$ cat config.mk
export PLATFORM = sky130hd
export DESIGN_NAME = sdram_wr_burster
export DESIGN_NICKNAME = d
export VERILOG_FILES = /design/src/rtl/sdram_pkg.sv /design/src/rtl/sdram_wr_burster.sv
export SDC_FILE = /design/constraint.sdc
export NUM_CORES = 1
export LEC_CHECK = 0
export BUFFER_PORTS_ARGS = -buffer_cell sky130_fd_sc_hd__buf_2
export CAP_MARGIN = 20
export CELL_PAD_IN_SITES_DETAIL_PLACEMENT = 1
export CELL_PAD_IN_SITES_GLOBAL_PLACEMENT = 2
export CORE_MARGIN = 5
export CORE_UTILIZATION = 27
export CTS_CLUSTER_DIAMETER = 50
export CTS_CLUSTER_SIZE = 14
export DETAILED_ROUTE_END_ITERATION = 8
export PLACE_DENSITY_LB_ADDON = 0.1
export SLEW_MARGIN = 20
export SYNTH_ARGS = -nofsm -noshare
export SYNTH_HDL_FRONTEND = slang
export SYNTH_SLANG_ARGS = --single-unit
$ cat constraint.sdc
create_clock -name i_clk -period 3.85 [get_ports i_clk]
set_clock_uncertainty 0.2 [all_clocks]
set_input_delay 0.385 -clock i_clk [delete_from_list [all_inputs] [get_ports i_clk]]
set_output_delay 0.385 -clock i_clk [all_outputs]
set_load 0.01 [all_outputs]
$ cat src/rtl/sdram_pkg.sv
// sdram_pkg: shared state encoding and burst defaults for the SDRAM write path.
package sdram_pkg;
    typedef enum logic [1:0] {BST_IDLE, BST_REQ, BST_DATA} burster_state_e;
    localparam int SDRAM_BURST_LEN = 4;
endpackage

$ cat src/rtl/sdram_wr_burster.sv
// sdram_wr_burster: drains an FWFT write FIFO into fixed-length SDRAM write bursts,
// padding short bursts with masked beats when flushing.
module sdram_wr_burster
    import sdram_pkg::*;
#(
    parameter int DataWidth = 16,
    parameter int FifoDepth = 8,
    parameter int BurstLen  = SDRAM_BURST_LEN,
    parameter int AddrWidth = 22
) (
    input  logic                 i_clk,
    input  logic                 i_rst_n,
    input  logic                 i_fifo_push,
    input  logic [DataWidth-1:0] i_fifo_data,
    input  logic                 i_fifo_empty,
    output logic                 o_fifo_rd_en,
    input  logic                 i_addr_load,
    input  logic [AddrWidth-1:0] i_base_addr,
    input  logic                 i_flush,
    output logic                 o_req,
    output logic [AddrWidth-1:0] o_req_addr,
    input  logic                 i_req_ack,
    input  logic                 i_wr_data_req,
    output logic [DataWidth-1:0] o_wr_data,
    output logic                 o_wr_mask,
    output logic                 o_busy,
    output logic                 o_underrun
);
    localparam int LW = $clog2(FifoDepth + 1);
    localparam int PW = $clog2(BurstLen + 1);

    burster_state_e       state;
    logic [LW-1:0]        level;
    logic [PW-1:0]        beat;
    logic [PW-1:0]        pad_from;
    logic [AddrWidth-1:0] addr;
    logic                 strobe;
    logic                 real_beat;
    logic                 push_ok;
    logic                 start;

    assign strobe       = (state == BST_DATA) && i_wr_data_req;
    assign real_beat    = beat < pad_from;
    assign o_fifo_rd_en = strobe && real_beat && !i_fifo_empty;
    assign o_wr_data    = (strobe && real_beat) ? i_fifo_data : '0;
    assign o_wr_mask    = strobe && !real_beat;
    assign o_req_addr   = addr;
    // The FIFO silently drops a push when full, so the mirror must too.
    assign push_ok      = i_fifo_push && (level < LW'(FifoDepth));
    assign start        = (level >= LW'(BurstLen)) || (i_flush && level != '0);

    always_ff @(posedge i_clk or negedge i_rst_n) begin
        if (!i_rst_n) begin
            state      <= BST_IDLE;
            level      <= '0;
            beat       <= '0;
            pad_from   <= '0;
            addr       <= '0;
            o_req      <= 1'b0;
            o_busy     <= 1'b0;
            o_underrun <= 1'b0;
        end else begin
            level <= level + LW'(push_ok) - LW'(o_fifo_rd_en);
            if (strobe && real_beat && i_fifo_empty)
                o_underrun <= 1'b1;
            case (state)
                BST_IDLE: begin
                    if (i_addr_load)
                        addr <= i_base_addr;
                    if (start) begin
                        state    <= BST_REQ;
                        o_req    <= 1'b1;
                        o_busy   <= 1'b1;
                        pad_from <= (level >= LW'(BurstLen)) ? PW'(BurstLen) : PW'(level);
                    end
                end
                BST_REQ: begin
                    if (i_req_ack) begin
                        state <= BST_DATA;
                        o_req <= 1'b0;
                        beat  <= '0;
                    end
                end
                BST_DATA: begin
                    if (i_wr_data_req) begin
                        beat <= beat + 1'b1;
                        if (beat == PW'(BurstLen - 1)) begin
                            state  <= BST_IDLE;
                            o_busy <= 1'b0;
                            addr   <= addr + AddrWidth'(BurstLen);
                        end
                    end
                end
                default: begin
                    state  <= BST_IDLE;
                    o_req  <= 1'b0;
                    o_busy <= 1'b0;
                end
            endcase
        end
    end
endmodule

==> results of run 1 <==
worst min path at each step:
| stage | from | to | slack [ns] | depth (start not counted) |
|---|---|---|---|---|
| final | i_rst_n | o_req_addr[6]$_DFFE_PN0P_ | 0.02 | 1 |
| after global routing | i_req_ack | state[0]$_DFFE_PN0P_ | 0.09 | 2 |
| after CTS | i_rst_n | o_req_addr[10]$_DFFE_PN0P_ | 0.06 | 1 |
| after detailed placement | o_underrun$_DFFE_PN0P_ | o_underrun$_DFFE_PN0P_ | 0.24 | 1 |
| after global placement | o_underrun$_DFFE_PN0P_ | o_underrun$_DFFE_PN0P_ | 0.24 | 1 |
| after floorplan | i_rst_n | beat[0]$_DFFE_PN0P_ | -0.11 | 0 |
power breakdown:
| group | switching (mW) | internal [mW] |
|---|---|---|
| clock | 0.149 | 0.120 |
| combinational | 0.614 | 0.447 |
| sequential | 0.238 | 0.578 |
kinds of logic (layout without fill, tap and decap cells):
| logic type | count (synthesis) | count (layout) |
|---|---|---|
| AO/OA/AOI/OAI | 82 | 82 |
| multiplexers | 2 | 2 |
| AND/OR/NAND/NOR | 107 | 107 |
| XOR/XNOR | 2 | 2 |
| buffers and inverters | 30 | 110 |
| adder cells (fa/ha/maj) | 11 | 11 |
| flip-flops | 37 | 37 |
worst max-delay path: cells and delay by family (launching register included):
family	cells	cell delay (ns)
XOR/XNOR	1	0.14
adder cells (fa/ha/maj)	4	1.09
buffers and inverters	2	0.11
AO/OA/AOI/OAI	2	0.34
AND/OR/NAND/NOR	2	0.71
flip-flops	1	0.42
sequential cells by signal, summed over array words and instances, names as in the netlist:
signal	cells
o_underrun	1
o_busy	1
o_req_addr	22
beat	3
pad_from	3
o_req	1
level	4
state	2
cells in the mapped netlist (2+ instances only):
cell	count	area share, %
nor3_1	5	1.1
nor2b_1	2	0.55
nor2_1	16	2.6
o22ai_1	10	2.7
a2bb2oi_1	6	2.3
nand2b_1	3	0.82
a21o_1	4	1.3
and2_1	18	4.9
inv_1	14	2.3
o21ai_0	15	3.3
nand2_1	32	5.2
or3_1	2	0.55
nand3_1	10	2.2
dfrtp_1	37	40
clkbuf_1	8	1.3
and4_1	2	0.76
nand4_1	7	1.9
and3_1	3	0.82
ha_1	10	5.5
buf_2	3	0.65
a21oi_1	36	7.9
nor4_4	2	1.9
buf_1	4	0.65
a31oi_1	2	0.55
mux2_2	2	0.98
per-layer routing:
metal / vias to the layer above / share of wire (%)
met1: 1117 / 45
met4: 0 / 0.78
met2: 32 / 51
met5: - / 0
li1: 1120 / -
met3: 6 / 3.9
layout make-up:
type	count	area [µm²]
sequential	37	926
timing repair buffer	90	455
clock buffer	5	68.8
inverter	14	52.6
tap	105	131
fill	1042	5360
multi-input combinational	204	1260
clock inverter	1	5.00
metrics by stage:
step | utilization (%) | total power [mW] | instance area (µm²) | instances
after floorplan | - | 1.51 | 2290 | 271
after global placement | 34.2 | 1.89 | 2820 | 450
after detailed placement | 34.2 | 1.91 | 2820 | 450
after CTS | 35.1 | 2.20 | 2900 | 456
after global routing | 35.1 | 2.37 | 2900 | 456
final | 35.1 | 2.15 | 2900 | 456
==> impl_metrics.csv, run 1 <==
group,metric,value,unit
finish,diodes,0,
flow_run,drv_cap,0,
setup_path,worst_r2r_startpoint,"beat[1]$_DFFE_PN0P_",
clocking,postCtsSetupBuffers,0,
routing,drt_wl_total,7320,µm
logic_synthesis,synth_area_per_cell,8.46,µm²
routing,wire_per_inst,16.1,µm
sta,finalSetupViolations,0,
logic_synthesis,synth_compound_area_share,21.3,%
setup_path,crit_chain,"ha_1 > a21o_1 > a21oi_1 > and3_1 > nor2b_1 > ha_1 > inv_1 > ha_1 > inv_1 > fa_1 > xnor2_1",
setup_path,reg2regPathDepth,11,
global_routing,grt_max_degree,48,
setup_path,end_kind,"flip-flop",
global_routing,met3_usage,2.94,%
power,p_per_area,741,mW/mm²
setup_path,timing.rr.end,"level[2]$_DFF_PN0_",
logic_synthesis,ys_ff_latch,37,
sta,timing.fmax,321,MHz
global_routing,grt_pass1_wl,12000,µm
floorplanning,die_h,102,µm
clocking,ctsHoldBuffers,0,
place,io_buffers,88,
routing,antenna_left,0,
sta,rsz0062_at_grt,"false",
clocking,clk_latency,0.29,ns
sta,hold_ws,0.0190,ns
floorplanning,die_area,0.0104,mm²
clocking,cts_sinks,37,
logic_synthesis,synth_edf_count,0,
global_routing,antenna_found_initial,0,
routing,drt_iter0_drc,40,
sta,fin_crit,3.12,ns
logic_synthesis,seq_area_frac_synth,40.4,%
status,status,"completed",
floorplanning,core_area,0.00826,mm²
floorplanning,row_count,33,
routing,avgViaCountPerCell,4.99,
setup_path,arrival,3.09,ns
global_routing,grt_pass1_vias,2399,
setup_path,critPathLaunch,"beat[1]$_DFFE_PN0P_",
floorplanning,initial_core_util,27.8,%
setup_path,rrSetupSlack,0.73,ns
setup_path,criticalPathCategory,"reg2reg",
clocking,clock_path_buffers,2,
clocking,cts_tree,"built",
logic_synthesis,synth_ff_type,"dfrtp_1",
power,irDropWorstVdd,0.190,mV
floorplanning,die_w,102,µm
logic_synthesis,syn_area,0.00229,mm²
logic_synthesis,synth_cell_types,43,
logic_synthesis,yosys.area_share.adder,6.33,%
sta,hold_viol,0,
finish,layout-drive-gt1-share,30.5,%
clocking,cts-resized-gates,0,
sta,slew_violations,0,
setup_path,cp_slowest_cell,"and3_1",
global_routing,grt.busiest_layer,"met2",
finish,layout_commonest_cell,"buf_2",
place,pre_cts_slack,0.727,ns
place,gp_congestion,0.696,
sta,finalCritPeriodShare,80.9,%
sta,setup_tns,0,ns
sta,relSlewSlack,38.4,%
finish,final_cell_mix,"buf_2, dfrtp_1, a21oi_1",
finish,nNetsFinal,409,
routing,vias,2275,
setup_path,cpMostUsedCell,"ha_1",
clocking,cts.clk_slew.worst_paths,0.08,ns
routing,dr.pass1.iters,4,
global_routing,met2_usage,25.2,%
global_routing,gr-usage-all-layers,14.5,%
clocking,cts-root-buf,"clkbuf_8",
logic_synthesis,synth_top_family_by_area,"simple AND/OR/NAND/NOR gates",
finish,syn_to_final_growth,26.2,%
routing,drc,0,
setup_path,critPathMaxFanout,18,
logic_synthesis,yosys-mux-area-fraction,0.982,%
setup_path,cp-endpoint,"level[2]$_DFF_PN0_",
setup_path,start_kind,"flip-flop",
worst_hold_path,hp-class,"in2async",
logic_synthesis,ys_warn_count,0,
global_routing,grt_use_met1,18.5,%
global_routing,grt_overflow,0,
logic_synthesis,async_reset_ff_share,100,%
power,leakage,1.38,nW
logic_synthesis,yosys.area_share.xor_xnor,0.764,%
floorplanning,io_pins,89,
setup_path,cp.required,3.83,ns
place,hpwl,5380,µm
clocking,htreeDepth,2,
sta,worstMarginPinSlew,0.924,ns
sta,fin_ws,0.735,ns
logic_synthesis,synth_fp_nets,328,
logic_synthesis,syn-instance-count,271,
setup_path,max_stage_delay,0.48,ns
clocking,cts_buffers,5,
logic_synthesis,yosys.area_share.simple,25.2,%
(Power assumes the default switching activity.)
==> run 2, diff against run 1 <==
- ABC_AREA: default -> 1
- clock period: 3.85 -> 2.9 ns (I/O delays scaled with it)
==> run 2 against run 1 <==
Sequential cell count unchanged; critical path depth decreased by 1; worst hold slack improved by 0.0052 ns; first-iteration DRC count increased by 73%; area after synthesis increased by 11%; utilization decreased by 0.084 points; sequential power increased by 29%; via count increased by 15%; power increased by 51%; fmax increased by 23%.
==> impl_metrics.csv, run 2 <==
group,metric,value,unit
setup_path,critPathMaxFanout,3,
routing,avgViaCountPerCell,4.54,
setup_path,max_stage_delay,0.41,ns
clocking,cts.clk_slew.worst_paths,0.08,ns
setup_path,arrival,2.53,ns
logic_synthesis,ys_warn_count,0,
sta,hold_ws,0.0242,ns
finish,syn_to_final_growth,26.4,%
routing,wire_per_inst,13.8,µm
logic_synthesis,synthTopCellsByArea,"dfrtp_1, nand2_1, inv_1",
routing,drt_wl_total,7970,µm
sta,finalSetupViolations,0,
power,irDropWorstVdd,0.358,mV
logic_synthesis,yosysTopAreaCell,"dfrtp_1",
setup_path,cpMostUsedCell,"ha_1",
clocking,postCtsSetupBuffers,0,
clocking,cts-root-buf,"clkbuf_8",
finish,largest_reg_flops,22,
logic_synthesis,synth_most_common_cell,"nand2_1",
sta,timing.fmax,394,MHz
sta,rsz0062_at_grt,"false",
setup_path,cp_slowest_cell,"dfrtp_1",
global_routing,grt_max_degree,38,
clocking,clk_latency,0.30,ns
clocking,cts_sinks,37,
logic_synthesis,async_reset_ff_share,100,%
finish,final_area,0.00323,mm²
sta,hold_viol,0,
setup_path,end_kind,"flip-flop",
floorplanning,core_area,0.00924,mm²
logic_synthesis,synth_ff_type,"dfrtp_1",
logic_synthesis,synth_fp_nets,413,
logic_synthesis,ys_ff_latch,37,
place,gp_congestion,0.785,
worst_hold_path,hp-class,"in2reg",
global_routing,met3_usage,2.58,%
place,dp_cells,567,
logic_synthesis,syn_area,0.00256,mm²
global_routing,grt.busiest_layer,"met2",
global_routing,grt_overflow,0,
power,leakage,1.72,nW
setup_path,start_kind,"flip-flop",
logic_synthesis,syn-instance-count,356,
global_routing,met2_usage,27.0,%
place,place_area,0.00311,mm²
floorplanning,die_area,0.0115,mm²
logic_synthesis,seq_area_frac_synth,36.2,%
flow_run,drv_cap,0,
finish,diodes,0,
logic_synthesis,synth_top_cell_area_share,36.2,%
sta,setup_tns,0,ns
power,total_power,3.25,mW
global_routing,grt_pass1_wl,13400,µm
setup_path,crit_chain,"ha_1 > a21oi_1 > nand3_4 > nor2_2 > ha_1 > inv_1 > ha_1 > inv_1 > fa_1 > xnor2_1",
floorplanning,die_h,107,µm
routing,dr.pass1.iters,4,
status,status,"completed",
place,io_buffers,88,
logic_synthesis,synth_edf_count,0,
routing,antenna_left,0,
place,hpwl,6320,µm
routing,drt_iter0_drc,69,
clocking,cts-resized-gates,0,
finish,finish.utilization,35.0,%
clocking,cts_tree,"built",
floorplanning,row_count,35,
global_routing,grt_pass1_vias,2806,
place,pre_cts_slack,0.345,ns
power,p_per_area,1010,mW/mm²
setup_path,cp.required,2.89,ns
sta,fin_crit,2.54,ns
clocking,clock_path_buffers,2,
logic_synthesis,synth_area_per_cell,7.18,µm²
floorplanning,initial_core_util,27.7,%
finish,stdcell_count,576,
floorplanning,die_w,107,µm
routing,vias,2615,
finish,nNetsFinal,503,
logic_synthesis,synth_cell_types,33,
worst_hold_path,holdCritStartpoint,"i_base_addr[1]",
setup_path,criticalPathCategory,"reg2reg",
finish,layout_commonest_cell,"buf_2",
sta,finalCritPeriodShare,87.4,%
finish,layout-drive-gt1-share,28.0,%
clocking,htreeDepth,2,
sta,fin_ws,0.364,ns
sta,worstMarginPinSlew,0.899,ns
setup_path,worst_r2r_startpoint,"beat[2]$_DFFE_PN0P_",
sta,relSlewSlack,40.1,%
clocking,cts_buffers,5,
routing,drc,0,
sta,slew_violations,0,
floorplanning,io_pins,89,
global_routing,antenna_found_initial,0,
logic_synthesis,netlist_top_cells_count,"nand2_1, inv_1, nor2_1",
global_routing,grt_use_met1,16.7,%
finish,final_cell_mix,"buf_2, nand2_1, inv_1",
setup_path,critPathLaunch,"beat[2]$_DFFE_PN0P_",
global_routing,gr-usage-all-layers,14.5,%
[run 2: cell count changes in the layout (fill, tap and decap cells not counted), sizes merged, moves of 8 or more]
cell and change:
nor2 +48, o21ai +8, inv +42, nand2 +54
and2 -17, nand3 +15, a21oi -19
[run 2: power breakdown]
part / switching (mW) / leakage (nW) / internal [mW] / total [mW]
clock: 0.205 / 0.0585 / 0.281 / 0.486
sequential: 0.278 / 0.441 / 0.770 / 1.05
combinational: 1.08 / 1.22 / 0.637 / 1.72
total: 1.56 / 1.72 / 1.69 / 3.25
[run 2: cells by family after synthesis]
| kind of cell | count (synthesis) | synth area share, % |
|---|---|---|
| compound gates | 52 | 12.0 |
| xor+xnor | 2 | 0.685 |
| fa+ha+maj | 11 | 5.68 |
| buf+inv | 65 | 11.2 |
| flops | 37 | 36.2 |
| mux | 2 | 0.881 |
| simple gates | 187 | 33.3 |
[run 2: timing repair]
item	4_1_cts	5_1_grt
hold buffers	1	0
endpoints found under the hold margin	37	0
endpoints found under the setup margin	0	0
[run 2: final timing paths]
check	to	slack, ns	cells past startpoint
setup / recovery	level[2]$_DFF_PN0_	0.36	10
hold / removal	o_req_addr[1]$_DFFE_PN0P_	0.02	2
setup reg to reg	level[2]$_DFF_PN0_	0.36	10
hold reg to reg	o_underrun$_DFFE_PN0P_	0.28	1
max in group asynchronous	beat[2]$_DFFE_PN0P_	1.49	2
min in group asynchronous	o_req_addr[8]$_DFFE_PN0P_	0.45	2
[run 2: area by class of cell]
class                           instances  area [µm²]
Fill cell                            1212        6010
Multi-Input combinational cell        254        1350
Sequential cell                        37         926
Timing Repair Buffer                   92         473
Inverter                               56         210
Tap cell                              129         161
Clock buffer                            7        86.3
Clock inverter                          1        30.0
[run 2: worst max-delay path, delay by kind of cell, from the launching register on]
kind	cells	cell delay, ns
buffers and inverters	2	0.12
AND/OR/NAND/NOR	2	0.23
XOR/XNOR	1	0.13
flip-flops	1	0.41
AO/OA/AOI/OAI	1	0.27
adder cells (fa/ha/maj)	4	1.08
[run 2: per-layer routing]
layer  wire length (µm)  share of wire (%)  vias up
li1                   -                  -     1304
met1               3310                 41     1252
met2               4240                 53       47
met3                302                3.8       12
met4                125                1.6        0
met5                  0                  0        -
==> run 3, diff against run 2 <==
- BUFFER_PORTS_ARGS: -buffer_cell sky130_fd_sc_hd__buf_2 -> -buffer_cell sky130_fd_sc_hd__clkbuf_2
- REMOVE_ABC_BUFFERS: default -> 1
==> run 3 against run 2 <==
Worst hold slack got worse by 0.098 ns; count of clock-buffer cells in the layout fell by 1; global-route usage fell by 0.13 points; the flow now finishes with violations (hold timing); largest cell class unchanged; die area did not move; critical path depth did not move; wire length fell by 1.3%; critical endpoint is now level[1]$_DFF_PN0_.
==> impl_metrics.csv, run 3 (same netlist as run 2, synthesis figures left out) <==
group,metric,value,unit
sta,timing.fmax,390,MHz
clocking,cts-resized-gates,0,
clocking,clock_path_buffers,2,
setup_path,start_kind,"flip-flop",
clocking,clk_latency,0.29,ns
clocking,postCtsSetupBuffers,0,
floorplanning,row_count,35,
finish,syn_to_final_growth,24.7,%
floorplanning,die_area,0.0115,mm²
sta,finalCritPeriodShare,88.3,%
sta,slew_violations,0,
finish,finish.utilization,34.5,%
clocking,cts-root-buf,"clkbuf_8",
clocking,htreeDepth,2,
global_routing,gr-usage-all-layers,14.3,%
setup_path,arrival,2.54,ns
setup_path,cp.required,2.88,ns
routing,vias,2560,
clocking,cts_tree,"built",
place,hpwl,6180,µm
worst_hold_path,hp-class,"in2async",
finish,diodes,0,
power,p_per_area,981,mW/mm²
sta,rsz0062_at_grt,"false",
global_routing,grt_max_degree,38,
global_routing,grt_pass1_wl,13400,µm
floorplanning,initial_core_util,27.7,%
power,leakage,1.70,nW
sta,relSlewSlack,39.6,%
sta,finalSetupViolations,0,
status,violations,"hold timing",
setup_path,max_stage_delay,0.48,ns
finish,layout-drive-gt1-share,28.0,%
finish,layout_commonest_cell,"clkbuf_2",
place,gp_congestion,0.748,
setup_path,cp_slowest_cell,"fa_1",
routing,drt_iter0_drc,47,
routing,dr.pass1.iters,3,
routing,wire_per_inst,13.7,µm
power,irDropWorstVdd,0.338,mV
floorplanning,die_w,107,µm
global_routing,antenna_found_initial,0,
clocking,cts.clk_slew.worst_paths,0.08,ns
setup_path,crit_chain,"ha_1 > a21oi_1 > nand3_4 > nor2_2 > ha_1 > inv_1 > ha_1 > inv_1 > fa_1 > inv_1",
status,status,"finished, violations left",
floorplanning,io_pins,89,
sta,hold_viol,37,
setup_path,critPathMaxFanout,3,
sta,hold_ws,-0.0742,ns
routing,drt_wl_total,7870,µm
global_routing,grt_overflow,0,
routing,antenna_left,0,
clocking,cts_sinks,37,
setup_path,end_kind,"flip-flop",
routing,avgViaCountPerCell,4.45,
floorplanning,die_h,107,µm
flow_run,drv_cap,0,
clocking,ctsHoldBuffers,0,
place,io_buffers,88,
floorplanning,core_area,0.00924,mm²
sta,worstMarginPinSlew,0.905,ns
finish,largest_reg_flops,22,
finish,nNetsFinal,502,
global_routing,grt_pass1_vias,2686,
sta,fin_crit,2.56,ns
routing,drc,0,
finish,final_cell_mix,"clkbuf_2, nand2_1, inv_1",
clocking,cts_buffers,5,
sta,setup_tns,0,ns
setup_path,criticalPathCategory,"reg2reg",
run 3: layout make-up:
cell class / instances / area (µm²)
clock buffer: 6 / 72.6
clock inverter: 2 / 10.0
fill: 1214 / 6050
inverter: 56 / 210
multi-input combinational: 254 / 1350
sequential: 37 / 926
tap: 129 / 161
timing repair buffer: 91 / 463
run 3: final timing paths:
kind | slack [ns] | cells past startpoint | start | end
min in group i_clk | 0.02 | 2 | i_base_addr[0] | o_req_addr[0]$_DFFE_PN0P_
setup / recovery | 0.34 | 10 | beat[2]$_DFFE_PN0P_ | level[1]$_DFF_PN0_
setup reg to reg | 0.34 | 10 | beat[2]$_DFFE_PN0P_ | level[1]$_DFF_PN0_
max in group asynchronous | 2.01 | 1 | i_rst_n | o_req_addr[21]$_DFFE_PN0P_
hold reg to reg | 0.29 | 1 | o_underrun$_DFFE_PN0P_ | o_underrun$_DFFE_PN0P_
hold / removal | -0.07 | 1 | i_rst_n | o_req_addr[6]$_DFFE_PN0P_
run 3: per-layer routing:
metal | GRT usage [%] | vias to the layer above | share of wire (%)
li1 | - | 1306 | -
met1 | 18.1 | 1201 | 45
met2 | 25.8 | 49 | 50
met3 | 3.00 | 4 | 4.3
met4 | 1.64 | 0 | 0.25
met5 | 0 | - | 0
run 3: power by group:
part	internal, mW	switching (mW)	total (mW)
combinational	0.636	1.08	1.71
sequential	0.770	0.279	1.05
clock	0.167	0.201	0.368
run 3: metrics by stage:
step / hold WS, ns / worst slack [ns] / cells / total power [mW] / cell area (µm²)
2_1_floorplan: -0.206 / 0.225 / 347 / 2.15 / 2480
3_3_place_gp: 0.263 / 0.420 / 567 / 2.78 / 3110
3_5_place_dp: 0.267 / 0.327 / 567 / 2.82 / 3110
4_1_cts: 0.00849 / 0.319 / 575 / 3.21 / 3190
5_1_grt: 0.0147 / 0.174 / 575 / 3.50 / 3190
6_report: -0.0742 / 0.338 / 575 / 3.13 / 3190
run 3: worst max-delay path: cells and delay by family (launching register included):
family | cells | cell delay (ns)
compound gates | 1 | 0.26
flops | 1 | 0.40
fa+ha+maj | 4 | 1.19
buf+inv | 3 | 0.16
simple gates | 2 | 0.24
